--- src/rtl/kgp_ctrl_pkg.sv ---
// Shared types and encodings for the KGP-RISC multi-cycle controller.
package kgp_ctrl_pkg;

  typedef enum logic [2:0] {FETCH, DECODE, EXEC, MEM, WB, FAULT} state_e;

  typedef enum logic [2:0] {ALU, MUL, IMM, SHIFT, LOAD, STORE, LINK, BRANCH} cls_e;

  localparam logic [1:0] RW_NONE  = 2'd0;
  localparam logic [1:0] RW_RD    = 2'd1;
  localparam logic [1:0] RW_HILO  = 2'd2;
  localparam logic [1:0] RW_LINK  = 2'd3;

  localparam logic [1:0] AS_RT    = 2'd0;
  localparam logic [1:0] AS_SHAMT = 2'd1;
  localparam logic [1:0] AS_IMM   = 2'd2;
  localparam logic [1:0] AS_OFF   = 2'd3;

  typedef struct packed {
    cls_e       cls;
    logic [1:0] rw;
    logic [1:0] alu_src;
    logic       reg_dst;
    logic       mem_to_reg;
  } ctrl_t;

  localparam ctrl_t CTRL_RST = '{cls: ALU, rw: RW_RD, alu_src: AS_RT,
                                 reg_dst: 1'b0, mem_to_reg: 1'b0};

endpackage

--- src/rtl/multicycle_control_if.sv ---
// Controller <-> datapath/memory bundle; master is the controller side.
interface multicycle_control_if;
  logic       run;
  logic [5:0] opcode;
  logic       imem_ack;
  logic       dmem_ack;
  logic       imem_req;
  logic       ir_write;
  logic       pc_write;
  logic       dmem_req;
  logic [1:0] RegWrite;
  logic       MemRead;
  logic       MemWrite;
  logic       MemtoReg;
  logic [1:0] ALUSrc;
  logic       RegDst;
  logic       instr_done;
  logic       fault;

  modport master (
    input  run, opcode, imem_ack, dmem_ack,
    output imem_req, ir_write, pc_write, dmem_req, RegWrite, MemRead, MemWrite,
           MemtoReg, ALUSrc, RegDst, instr_done, fault
  );

  modport slave (
    output run, opcode, imem_ack, dmem_ack,
    input  imem_req, ir_write, pc_write, dmem_req, RegWrite, MemRead, MemWrite,
           MemtoReg, ALUSrc, RegDst, instr_done, fault
  );
endinterface

--- src/rtl/opcode_class_decoder.sv ---
// Combinational opcode -> instruction class plus static datapath controls.
module opcode_class_decoder import kgp_ctrl_pkg::*; (
  input  logic [5:0] opcode_i,
  output ctrl_t      ctrl_o
);

  always_comb begin
    ctrl_o = CTRL_RST;
    case (opcode_i[5:4])
      2'b00: begin
        case (opcode_i[3:0])
          4'b0001, 4'b0010: begin
            ctrl_o.cls = MUL;
            ctrl_o.rw  = RW_HILO;
          end
          4'b0100, 4'b0101: begin
            ctrl_o.cls     = IMM;
            ctrl_o.alu_src = AS_IMM;
          end
          4'b1000, 4'b1001, 4'b1100: begin
            ctrl_o.cls     = SHIFT;
            ctrl_o.alu_src = AS_SHAMT;
          end
          default: ;
        endcase
      end
      2'b01: begin
        ctrl_o.cls        = LOAD;
        ctrl_o.alu_src    = AS_OFF;
        ctrl_o.reg_dst    = 1'b1;
        ctrl_o.mem_to_reg = 1'b1;
      end
      2'b10: begin
        ctrl_o.cls     = STORE;
        ctrl_o.alu_src = AS_OFF;
        ctrl_o.rw      = RW_NONE;
      end
      default: begin
        if (opcode_i[3:0] == 4'b1010) begin
          ctrl_o.cls = LINK;
          ctrl_o.rw  = RW_LINK;
        end else begin
          ctrl_o.cls = BRANCH;
          ctrl_o.rw  = RW_NONE;
        end
      end
    endcase
  end

endmodule

--- src/rtl/multicycle_control.sv ---
// Multi-cycle FETCH/DECODE/EXEC/MEM/WB sequencer with memory handshakes,
// a multiply/divide wait and a sticky memory-timeout fault.
module multicycle_control import kgp_ctrl_pkg::*; #(
  parameter int MUL_CYCLES  = 4,
  parameter int MEM_TIMEOUT = 16
) (
  input logic                  clk,
  input logic                  rst,
  multicycle_control_if.master bus
);

  localparam int TW = $clog2(MEM_TIMEOUT + 1);
  localparam int MW = $clog2(MUL_CYCLES + 1);
  localparam logic [TW-1:0] TO_LAST  = TW'(MEM_TIMEOUT - 1);
  localparam logic [MW-1:0] MUL_LOAD = MW'(MUL_CYCLES - 1);

  state_e        state_q, state_d;
  logic [TW-1:0] to_q, to_d;
  logic [MW-1:0] cnt_q, cnt_d;
  ctrl_t         ctrl_q, ctrl_d, dec_ctrl;
  logic          imem_req, fetch_ack, mem_ack;

  opcode_class_decoder u_dec (
    .opcode_i (bus.opcode),
    .ctrl_o   (dec_ctrl)
  );

  // A nonzero wait count means the fetch request is already raised, so it
  // stays up even if run drops before the ack.
  assign imem_req  = (state_q == FETCH) && (bus.run || (to_q != '0));
  assign fetch_ack = imem_req && bus.imem_ack;
  assign mem_ack   = (state_q == MEM) && bus.dmem_ack;

  always_comb begin
    state_d = state_q;
    to_d    = '0;
    cnt_d   = cnt_q;
    ctrl_d  = ctrl_q;
    case (state_q)
      FETCH: begin
        if (fetch_ack)               state_d = DECODE;
        else if (imem_req) begin
          if (to_q == TO_LAST)       state_d = FAULT;
          else                       to_d    = to_q + 1'b1;
        end
      end
      DECODE: begin
        ctrl_d  = dec_ctrl;
        cnt_d   = MUL_LOAD;
        state_d = EXEC;
      end
      EXEC: begin
        case (ctrl_q.cls)
          MUL: begin
            if (cnt_q == '0) state_d = WB;
            else             cnt_d   = cnt_q - 1'b1;
          end
          LOAD, STORE: state_d = MEM;
          BRANCH:      state_d = FETCH;
          default:     state_d = WB;
        endcase
      end
      MEM: begin
        if (mem_ack)                 state_d = (ctrl_q.cls == LOAD) ? WB : FETCH;
        else if (to_q == TO_LAST)    state_d = FAULT;
        else                         to_d    = to_q + 1'b1;
      end
      WB:      state_d = FETCH;
      FAULT:   state_d = FAULT;
      default: state_d = FETCH;
    endcase
  end

  always_ff @(posedge clk) begin
    if (rst) begin
      state_q <= FETCH;
      to_q    <= '0;
      cnt_q   <= '0;
      ctrl_q  <= CTRL_RST;
    end else begin
      state_q <= state_d;
      to_q    <= to_d;
      cnt_q   <= cnt_d;
      ctrl_q  <= ctrl_d;
    end
  end

  assign bus.imem_req   = imem_req;
  assign bus.ir_write   = fetch_ack;
  assign bus.pc_write   = fetch_ack;
  assign bus.dmem_req   = (state_q == MEM);
  assign bus.MemRead    = (state_q == MEM) && (ctrl_q.cls == LOAD);
  assign bus.MemWrite   = (state_q == MEM) && (ctrl_q.cls == STORE);
  assign bus.RegWrite   = (state_q == WB) ? ctrl_q.rw : RW_NONE;
  assign bus.MemtoReg   = ctrl_q.mem_to_reg;
  assign bus.ALUSrc     = ctrl_q.alu_src;
  assign bus.RegDst     = ctrl_q.reg_dst;
  assign bus.instr_done = (state_q == WB)
                        || ((state_q == EXEC) && (ctrl_q.cls == BRANCH))
                        || (mem_ack && (ctrl_q.cls == STORE));
  assign bus.fault      = (state_q == FAULT);

endmodule

--- src/flat_wrapper.sv ---
// flat-port wrapper written by rule: the top's interface ports become plain ports
module multicycle_control_flat import kgp_ctrl_pkg::*;
#(
  parameter int MUL_CYCLES  = 4,
  parameter int MEM_TIMEOUT = 16
)
  (clk, rst, bus_run, bus_opcode, bus_imem_ack, bus_dmem_ack, bus_imem_req, bus_ir_write, bus_pc_write, bus_dmem_req, bus_RegWrite, bus_MemRead, bus_MemWrite, bus_MemtoReg, bus_ALUSrc, bus_RegDst, bus_instr_done, bus_fault);
  multicycle_control_if bus_i ();
  input logic clk;
  input logic rst;
  input wire logic [$bits(bus_i.run)-1:0] bus_run;
  input wire logic [$bits(bus_i.opcode)-1:0] bus_opcode;
  input wire logic [$bits(bus_i.imem_ack)-1:0] bus_imem_ack;
  input wire logic [$bits(bus_i.dmem_ack)-1:0] bus_dmem_ack;
  output wire logic [$bits(bus_i.imem_req)-1:0] bus_imem_req;
  output wire logic [$bits(bus_i.ir_write)-1:0] bus_ir_write;
  output wire logic [$bits(bus_i.pc_write)-1:0] bus_pc_write;
  output wire logic [$bits(bus_i.dmem_req)-1:0] bus_dmem_req;
  output wire logic [$bits(bus_i.RegWrite)-1:0] bus_RegWrite;
  output wire logic [$bits(bus_i.MemRead)-1:0] bus_MemRead;
  output wire logic [$bits(bus_i.MemWrite)-1:0] bus_MemWrite;
  output wire logic [$bits(bus_i.MemtoReg)-1:0] bus_MemtoReg;
  output wire logic [$bits(bus_i.ALUSrc)-1:0] bus_ALUSrc;
  output wire logic [$bits(bus_i.RegDst)-1:0] bus_RegDst;
  output wire logic [$bits(bus_i.instr_done)-1:0] bus_instr_done;
  output wire logic [$bits(bus_i.fault)-1:0] bus_fault;
  assign bus_i.run = bus_run;
  assign bus_i.opcode = bus_opcode;
  assign bus_i.imem_ack = bus_imem_ack;
  assign bus_i.dmem_ack = bus_dmem_ack;
  assign bus_imem_req = bus_i.imem_req;
  assign bus_ir_write = bus_i.ir_write;
  assign bus_pc_write = bus_i.pc_write;
  assign bus_dmem_req = bus_i.dmem_req;
  assign bus_RegWrite = bus_i.RegWrite;
  assign bus_MemRead = bus_i.MemRead;
  assign bus_MemWrite = bus_i.MemWrite;
  assign bus_MemtoReg = bus_i.MemtoReg;
  assign bus_ALUSrc = bus_i.ALUSrc;
  assign bus_RegDst = bus_i.RegDst;
  assign bus_instr_done = bus_i.instr_done;
  assign bus_fault = bus_i.fault;
  multicycle_control #(.MUL_CYCLES(MUL_CYCLES), .MEM_TIMEOUT(MEM_TIMEOUT)) u_core (.clk(clk), .rst(rst), .bus(bus_i));
endmodule
--- config.mk ---
export PLATFORM = sky130hd
export DESIGN_NAME = multicycle_control_flat
export DESIGN_NICKNAME = d
export VERILOG_FILES = /design/src/rtl/kgp_ctrl_pkg.sv /design/src/rtl/multicycle_control_if.sv /design/src/rtl/opcode_class_decoder.sv /design/src/rtl/multicycle_control.sv /design/src/flat_wrapper.sv
export SDC_FILE = /design/constraint.sdc
export NUM_CORES = 1
export LEC_CHECK = 0
export CORE_MARGIN = 2
export CORE_UTILIZATION = 50
export DETAILED_ROUTE_END_ITERATION = 16
export HOLD_SLACK_MARGIN = 0.08
export PLACE_DENSITY = 0.78
export SETUP_SLACK_MARGIN = 0.05
export SYNTH_ARGS = -nofsm -noshare
export SYNTH_HDL_FRONTEND = slang
export SYNTH_SLANG_ARGS = --single-unit
--- constraint.sdc ---
create_clock -name clk -period 1.5 [get_ports clk]
set_input_delay 0.15 -clock clk [delete_from_list [all_inputs] [get_ports clk]]
set_output_delay 0.15 -clock clk [all_outputs]
set_load 0.1 [all_outputs]
; ---- Yosys cells after proc, flatten, opt, wreduce, memory -nomap -nowiden
; Index checks and enable logic that the tools add are counted.
[word_totals]
regBits = 20
input_bits = 11
out_inout_bits = 14
elab_cells = 81
[op_classes]
n_addsub = 2
n_eq_ne = 24
muxes = 25
reduce_logical = 22
[op_table]
columns = op, n
row1 = $mux W3, 9
row2 = $mux W5, 4
row3 = $pmux W3 S3, 2
row4 = $eq A4 B4 Y1 const B, 4
row5 = $eq A3 B3 Y1 const B, 5
row6 = $pmux W3 S5, 1
row7 = $pmux W2 S3, 2
row8 = $pmux W5 S2, 1
row9 = $eq A4 B3 Y1 const B, 2
row10 = $pmux W2 S2, 2
row11 = $reduce_or A2 Y1, 4
row12 = $logic_and A1 B1 Y1, 7
row13 = $eq A3 B1 Y1 const B, 2
row14 = $eq A3 B2 Y1 const B, 2
row15 = $logic_not A3 Y1, 2
row16 = $mux W2, 3
row17 = $ne A3 B2 Y1 const B, 2
row18 = $pmux W3 S2, 1
row19 = $add A5 B1 Y5 const B, 1
row20 = $eq A5 B4 Y1 const B, 1
row21 = $reduce_bool A5 Y1, 1
row22 = $eq A4 B1 Y1 const B, 1
row23 = $eq A4 B2 Y1 const B, 1
row24 = $ne A2 B2 Y1 const B, 2
row25 = other kinds (9), 11

; ---- Logic depth before layout (Yosys ltp)
; Gate-level depths: netlist (run 1).
[depth]
depth_word = 6
mapped_depth = 6
mapped_depth_nobuf = 6

; ---- Modules after synthesis
; Synthesis (run 1) repeated with hierarchy kept, for this count alone.
[unflattened]
cells_unflattened = 170
hier_area_um2 = 1327.5
[by_module_without_submodules]
columns = mod, instances, cells_per_inst, area_per_inst_um2, seq_area_each_um2
row1 = multicycle_control, 1, 139, 1117.3, 400.4
row2 = opcode_class_decoder, 1, 31, 210.2, 0.0

; ---- Worst setup path before layout (run 1)
; OpenSTA, ideal clock, no wires.
[synth_path]
kind = reg-to-output
from = register u_core.state_q[1]
to = output bus_instr_done
arrival_time_ps = 4009
required_ps = 1350
setup_slack_ps = -2659
path_stages_with_launch = 6
cell_sequence = dfxtp_1 buf_2 nand3b_1 nor3_1 nand2_1 o21ai_0
[synth_via]
elab_chain_len = 4
elab_cells_between_ends = 8
classes_between = eq/ne (3) / reduce/logical (5)
[synth_rtl]
columns = item, line
row1 = "start, declared", multicycle_control.sv:17  ; state_e state_q, state_d;
row2 = "start signal, assigned", multicycle_control.sv:81  ; state_q <= state_d;
row3 = $eq A3 B2 Y1 (on tied branches), "multicycle_control.sv:99, multicycle_control.sv:32"
row4 = $logic_and A1 B1 Y1 (on tied branches), "multicycle_control.sv:99, multicycle_control.sv:32"
row5 = $logic_or A1 B1 Y1 / $logic_and A1 B1 Y1 (equally long branches), "multicycle_control.sv:99, multicycle_control.sv:100"
row6 = $logic_or A1 B1 Y1 (*), multicycle_control.sv:100  ; || (mem_ack && (ctrl_q.cls == STORE));
row7 = "end, declared", flat_wrapper.sv:25  ; output wire logic [$bits(bus_i.instr_done)-1:0] bus_instr_done;
; Mark *: on every way between the ends. The rest lies on a longest branch, timed or not.

; ---- Worst setup path in the final report (run 1)
; Same ends and word-level chain as after synthesis.

==> results.sh, run 1 <==
export IMPL_portBuffers=24
export IMPL_syn_inst=158
export IMPL_numClockSinks=19
export IMPL_htreeDepth=1
export IMPL_coreArea_mm2=0.00241
export IMPL_p_leak_nw=0.943
export IMPL_maxCapViolations=0
export IMPL_fp_row_count=18
export IMPL_synth_cell_area_mm2=0.00124
export IMPL_drive_above_1_share_pct=50.9
export IMPL_crit_start="u_core.state_q[1]"
export IMPL_grt_use_met1_pct=33.4
export IMPL_cts_hold_buffers=0
export IMPL_drc=0
export IMPL_grt_pass1_wl_mm=6.07
export IMPL_layout_common_cells="47 x buf_4, 15 x nor2_1, 14 x buf_12"
export IMPL_ir_drop_v=0.000825
export IMPL_fmax_mhz=573
export IMPL_tritoncts="built"
export IMPL_use_met3_pct=3.33
export IMPL_synth_fp_nets=178
export IMPL_worst_slack_ns=-0.246
export IMPL_worstSkewPairLatency_ns=0.32
export IMPL_final_min_clock_period_ns=1.75
export IMPL_final_max_slew_viol_count=0
export IMPL_cp_max_fo=5
export IMPL_cts_buffer_depth=2
export IMPL_busiest_layer="met2"
export IMPL_critPathCaptureType="output port"
export IMPL_root_buffer="clkbuf_4"
export IMPL_ant_nets=0
export IMPL_totalWireLength_mm=5.44
export IMPL_synth_warnings=0
export IMPL_drt_first_pass_iters=4
export IMPL_ioPinCount=25
export IMPL_grt_pass1_vias=1346
export IMPL_fp_dieH_um=53.7
export IMPL_grt_max_degree=15
export IMPL_crit_arrival_ns=1.60
export IMPL_synth_avg_cell_area_um2=7.82
export IMPL_hp_class="reg -> reg"
export IMPL_hold_viol=0
export IMPL_synth_flop_cell="dfxtp_1"
export IMPL_yosysTopAreaCell="dfxtp_1"
export IMPL_synth_top_cell_area_share_pct=30.8
export IMPL_n_antenna_cell=0
export IMPL_antenna_found_initial=0
export IMPL_fin_nets=249
export IMPL_ys_seq_elements=19
export IMPL_gr_usage_met2_pct=52.6
export IMPL_numCtsBuffers=3
export IMPL_die_w_um=53.7
export IMPL_cp_required_ns=1.35
export IMPL_vias=1645
export IMPL_powerDensity_mw_per_mm2=641
export IMPL_path_clk_slew_ns=0.12
export IMPL_ys_async_sr_fraction_pct=0
export IMPL_drt_iter0_markers=106
export IMPL_gp_congestion=0.823
export IMPL_final_common_cell="buf_4"
export IMPL_seq_area_frac_synth_pct=30.8
export IMPL_grt_overflow_total=0
export IMPL_initial_core_util_pct=51.3
export IMPL_start_kind="register"
export IMPL_hold_start="u_core.bus.ALUSrc[1]"
export IMPL_path_class="reg -> out"
export IMPL_grt_usage_pct=29.1
export IMPL_r2r_start="u_core.state_q[0]"
export IMPL_dp_slack_ns=-0.319
export IMPL_worstMarginPinSlew_ns=0.552
export IMPL_synth_edf_count=0
export IMPL_via_per_inst=6.38
export IMPL_violations="negative setup slack"
export IMPL_finalCritPeriodShare_pct=116
export IMPL_status="finished with violations"
export IMPL_wl_per_cell_um=21.1
export IMPL_dieArea_mm2=0.00289
export IMPL_synthDistinctLibCells=45
export IMPL_finClkSkew_ns=0.0114
export IMPL_grt_setup_unrepaired="yes"
export IMPL_utilization_pct=93.9
export IMPL_slew_headroom_pct=62.6
export IMPL_place_hpwl_mm=2.66
export IMPL_syn2layout_area_growth_pct=83.1
export IMPL_setup_viol=16
export IMPL_synth_area_leaders="dfxtp_1 31%, ha_1 9.1%, nor2_1 5.5%"
## area by class of cell
class                   instances  area (µm²)
clock buffers                   3        22.5
clock inverters                 1        5.00
fillers                        75         146
inverters                      12        47.5
multi-input cells             117         963
flip-flops and latches         19         398
well taps                      30        37.5
repair buffers                 76         790
## cells in the mapped netlist, drive strengths merged, types with 2 or more instances
| cell | n |
|---|---|
| a311oi | 2 |
| and3 | 4 |
| nor4b | 2 |
| nor2b | 4 |
| nand3 | 5 |
| and2 | 2 |
| nand2b | 4 |
| clkbuf | 2 |
| ha | 9 |
| dfxtp | 19 |
| a211o | 2 |
| buf | 8 |
| o22ai | 3 |
| nand2 | 11 |
| nor2 | 18 |
| or3 | 2 |
| nand4 | 2 |
| a21oi | 7 |
| a211oi | 2 |
| xor2 | 3 |
| nor3 | 12 |
| inv | 12 |
| o21ai | 3 |
## registers in the layout, indices dropped and copies added (netlist names)
signal,flops
u_core.bus.ALUSrc,2
u_core.bus.RegDst,1
u_core.cnt_q,3
u_core.ctrl_q,5
u_core.state_q,3
u_core.to_q,5
## final timing paths
path,endpoint,slack (ns),depth (start not counted)
setup / recovery,bus_instr_done,-0.25,6
hold / removal,u_core.bus.ALUSrc[1],0.53,2
hold reg to reg,u_core.bus.ALUSrc[1],0.53,2
setup reg to reg,u_core.cnt_q[2],-0.23,6
## metrics by stage
stage	hold WS (ns)	TNS (ns)	std cells	power (mW)	area [µm²]
2_1_floorplan	0.229	-1.45	158	0.850	1310
3_3_place_gp	0.445	-0.675	233	1.02	1880
3_5_place_dp	0.452	-1.25	233	1.04	1880
4_1_cts	0.479	-0.824	251	1.36	2110
5_1_grt	0.541	-2.52	258	1.49	2260
6_report	0.529	-1.90	258	1.45	2260
## layer usage
| metal | vias to the layer above | routed length [µm] | share of wire, % |
|---|---|---|---|
| li1 | 699 | - | - |
| met1 | 781 | 1920 | 35 |
| met2 | 121 | 2810 | 52 |
| met3 | 44 | 360 | 6.6 |
| met4 | 0 | 348 | 6.4 |
| met5 | - | 0 | 0 |
## critical path: stages, from the launching register on
cell and delay, ns:
dfxtp_4 0.40, buf_6 0.11, nand3b_1 0.17, nor3_4 0.23, nand2_2 0.09, o21ai_4 0.07, buf_12 0.19
## power by group
part	internal (mW)	switching (mW)	leakage [nW]
Sequential	0.529	0.0343	0.160
Combinational	0.277	0.337	0.766
Clock	0.100	0.175	0.0177
Total	0.906	0.546	0.943
## kinds of logic after synthesis
logic type                 share of synthesized area, %
muxes                                             0.810
and+or+nand+nor                                    30.2
xor gates and xnor gates                           2.83
DFF                                                30.8
adders and majority gates                          9.11
AOI/OAI and AO/OA                                  18.0
buffers and inverters                              8.30
## what timing repair did
item	4_1_cts	5_1_grt
buffers inserted	16	8
gates resized for setup	32	23
pin swaps	11	12
endpoints found under the setup margin	15	27
(Power assumes the default switching activity.)
==> run 2: changes to the inputs <==
==> constraint.sdc (replaced) <==
create_clock -name clk -period 1.5 [get_ports clk]
set_input_delay 0.3 -clock clk [delete_from_list [all_inputs] [get_ports clk]]
set_output_delay 0.3 -clock clk [all_outputs]
set_load 0.1 [all_outputs]
==> run 2 against run 1 <==
  * Sequential power decreased by 0.9%
  * Global-route usage increased by 0.48 points
  * Die area unchanged
  * Final cell count decreased by 0.78%
  * Sequential cell count unchanged
  * Clock skew decreased by 0.0094 ns
  * Clock power increased by 4%
  * The run still ends with negative setup slack left
  * Critical path type unchanged
  * Cell area increased by 2.8%
  * Utilization increased by 2.6 points
  * Fmax decreased by 9.9%
  * Combinational power increased by 8.6%
  * Power increased by 4.2%
==> results.sh, run 2 (synthesis results as in run 1) <==
export IMPL_fmax_mhz=516
export IMPL_worstSkewPairLatency_ns=0.30
export IMPL_slew_headroom_pct=66.5
export IMPL_fin_nets=247
export IMPL_totalWireLength_mm=6.46
export IMPL_fp_dieH_um=53.7
export IMPL_dieArea_mm2=0.00289
export IMPL_fin_tns_setup_ns=-4.54
export IMPL_status="finished with violations"
export IMPL_portBuffers=24
export IMPL_grt_overflow_total=0
export IMPL_dpl_cell_count=238
export IMPL_grt_setup_unrepaired="yes"
export IMPL_grt_pass1_wl_mm=6.14
export IMPL_hold_viol=0
export IMPL_top_regs="u_core.ctrl_q (5), u_core.to_q (5)"
export IMPL_maxCapViolations=0
export IMPL_grt_pass1_vias=1392
export IMPL_worstMarginPinSlew_ns=0.495
export IMPL_seqPwrFrac_pct=36.9
export IMPL_hp_class="reg -> reg"
export IMPL_crit_arrival_ns=1.64
export IMPL_drt_iter0_markers=163
export IMPL_layout_common_cells="45 x buf_4, 15 x nor2_1, 14 x buf_12"
export IMPL_ioPinCount=25
export IMPL_swShare_pct=39.1
export IMPL_clkPwrFrac_pct=19.0
export IMPL_drc=0
export IMPL_via_per_inst=6.89
export IMPL_start_kind="register"
export IMPL_final_min_clock_period_ns=1.94
export IMPL_drt_first_pass_iters=5
export IMPL_cp_max_fo=6
export IMPL_ir_drop_v=0.000676
export IMPL_vias=1764
export IMPL_gp_congestion=0.871
export IMPL_violations="negative setup slack"
export IMPL_final_max_slew_viol_count=0
export IMPL_fp_row_count=18
export IMPL_htreeDepth=1
export IMPL_critPathCaptureType="output port"
export IMPL_grt_usage_pct=29.5
export IMPL_combinationalPowerShare_pct=44.1
export IMPL_initial_core_util_pct=51.3
export IMPL_drive_above_1_share_pct=54.4
export IMPL_n_antenna_cell=0
export IMPL_cts_hold_buffers=0
export IMPL_root_buffer="clkbuf_4"
export IMPL_numClockSinks=19
export IMPL_setup_viol=17
export IMPL_coreArea_mm2=0.00241
export IMPL_numCtsBuffers=3
export IMPL_path_class="reg -> out"
export IMPL_p_int_uw=920
export IMPL_path_clk_slew_ns=0.13
export IMPL_ant_nets=0
export IMPL_switching_power_uw=592
export IMPL_place_hpwl_mm=2.68
export IMPL_cts_buffer_depth=2
export IMPL_powerDensity_mw_per_mm2=650
export IMPL_fin_worst_hold_slack_ns=0.519
export IMPL_tritoncts="built"
export IMPL_worst_slack_ns=-0.438
export IMPL_wl_per_cell_um=25.2
export IMPL_fin_cells=256
export IMPL_finClkSkew_ns=0.00196
export IMPL_finalCritPeriodShare_pct=129
export IMPL_die_w_um=53.7
export IMPL_p_leak_nw=0.964
export IMPL_cp_required_ns=1.20
export IMPL_final_common_cell="buf_4"
export IMPL_antenna_found_initial=0
export IMPL_grt_max_degree=15
export IMPL_syn2layout_area_growth_pct=88.2
-- run 2: layout make-up --
cell class,instances,area (µm²)
Multi-Input combinational cell,117,1030
Inverter,12,45.0
Fill cell,48,83.8
Sequential cell,19,399
Clock buffer,4,26.3
Timing Repair Buffer,74,785
Tap cell,30,37.5
-- run 2: power by group through the flow --
stage / registers, mW / logic (mW) / clock network, mW
after floorplan: 0.561 / 0.295 / 0
final: 0.558 / 0.667 / 0.287
after global placement: 0.563 / 0.474 / 0
after detailed placement: 0.564 / 0.490 / 0
after CTS: 0.550 / 0.540 / 0.284
after global routing: 0.558 / 0.685 / 0.306
-- run 2: path summary, 6_finish.rpt --
| kind | start | end | slack, ns | cells past startpoint |
|---|---|---|---|---|
| worst max-delay path | u_core.state_q[2] | bus_pc_write | -0.44 | 3 |
| worst min-delay path | u_core.bus.RegDst | u_core.bus.RegDst | 0.52 | 2 |
| worst max register to register | u_core.state_q[0] | u_core.cnt_q[1] | -0.34 | 5 |
| worst min register to register | u_core.bus.RegDst | u_core.bus.RegDst | 0.52 | 2 |
-- run 2: what timing repair did --
action / CTS / global route
endpoints found under the setup margin: 18 / 26
buffers inserted: 7 / 9
gates resized for setup: 21 / 47
pin swaps: 6 / 19
-- run 2: metrics by stage --
stage	area [µm²]	utilization (%)	worst slack, ns	total power [mW]
after global placement	1930	80.2	-0.309	1.04
after floorplan	1330	-	-0.780	0.856
after detailed placement	1930	80.2	-0.437	1.05
after CTS	2090	86.9	-0.332	1.37
final	2330	96.5	-0.438	1.51
after global routing	2330	96.5	-0.430	1.55
-- run 2: critical path: stages (launching register included) --
cell and delay (ns):
dfxtp_4 0.40, nor3_1 0.42, and3_4 0.33, buf_12 0.18
-- run 2: routing by layer --
metal / part of all wire, % / vias up / global-route usage, % / wire length [µm]
met5: 0 / - / 0 / 0
met4: 9.8 / 0 / 16.7 / 631
met3: 10 / 79 / 5.56 / 676
met2: 46 / 199 / 50.6 / 2950
met1: 34 / 788 / 34.1 / 2200
li1: - / 698 / - / -
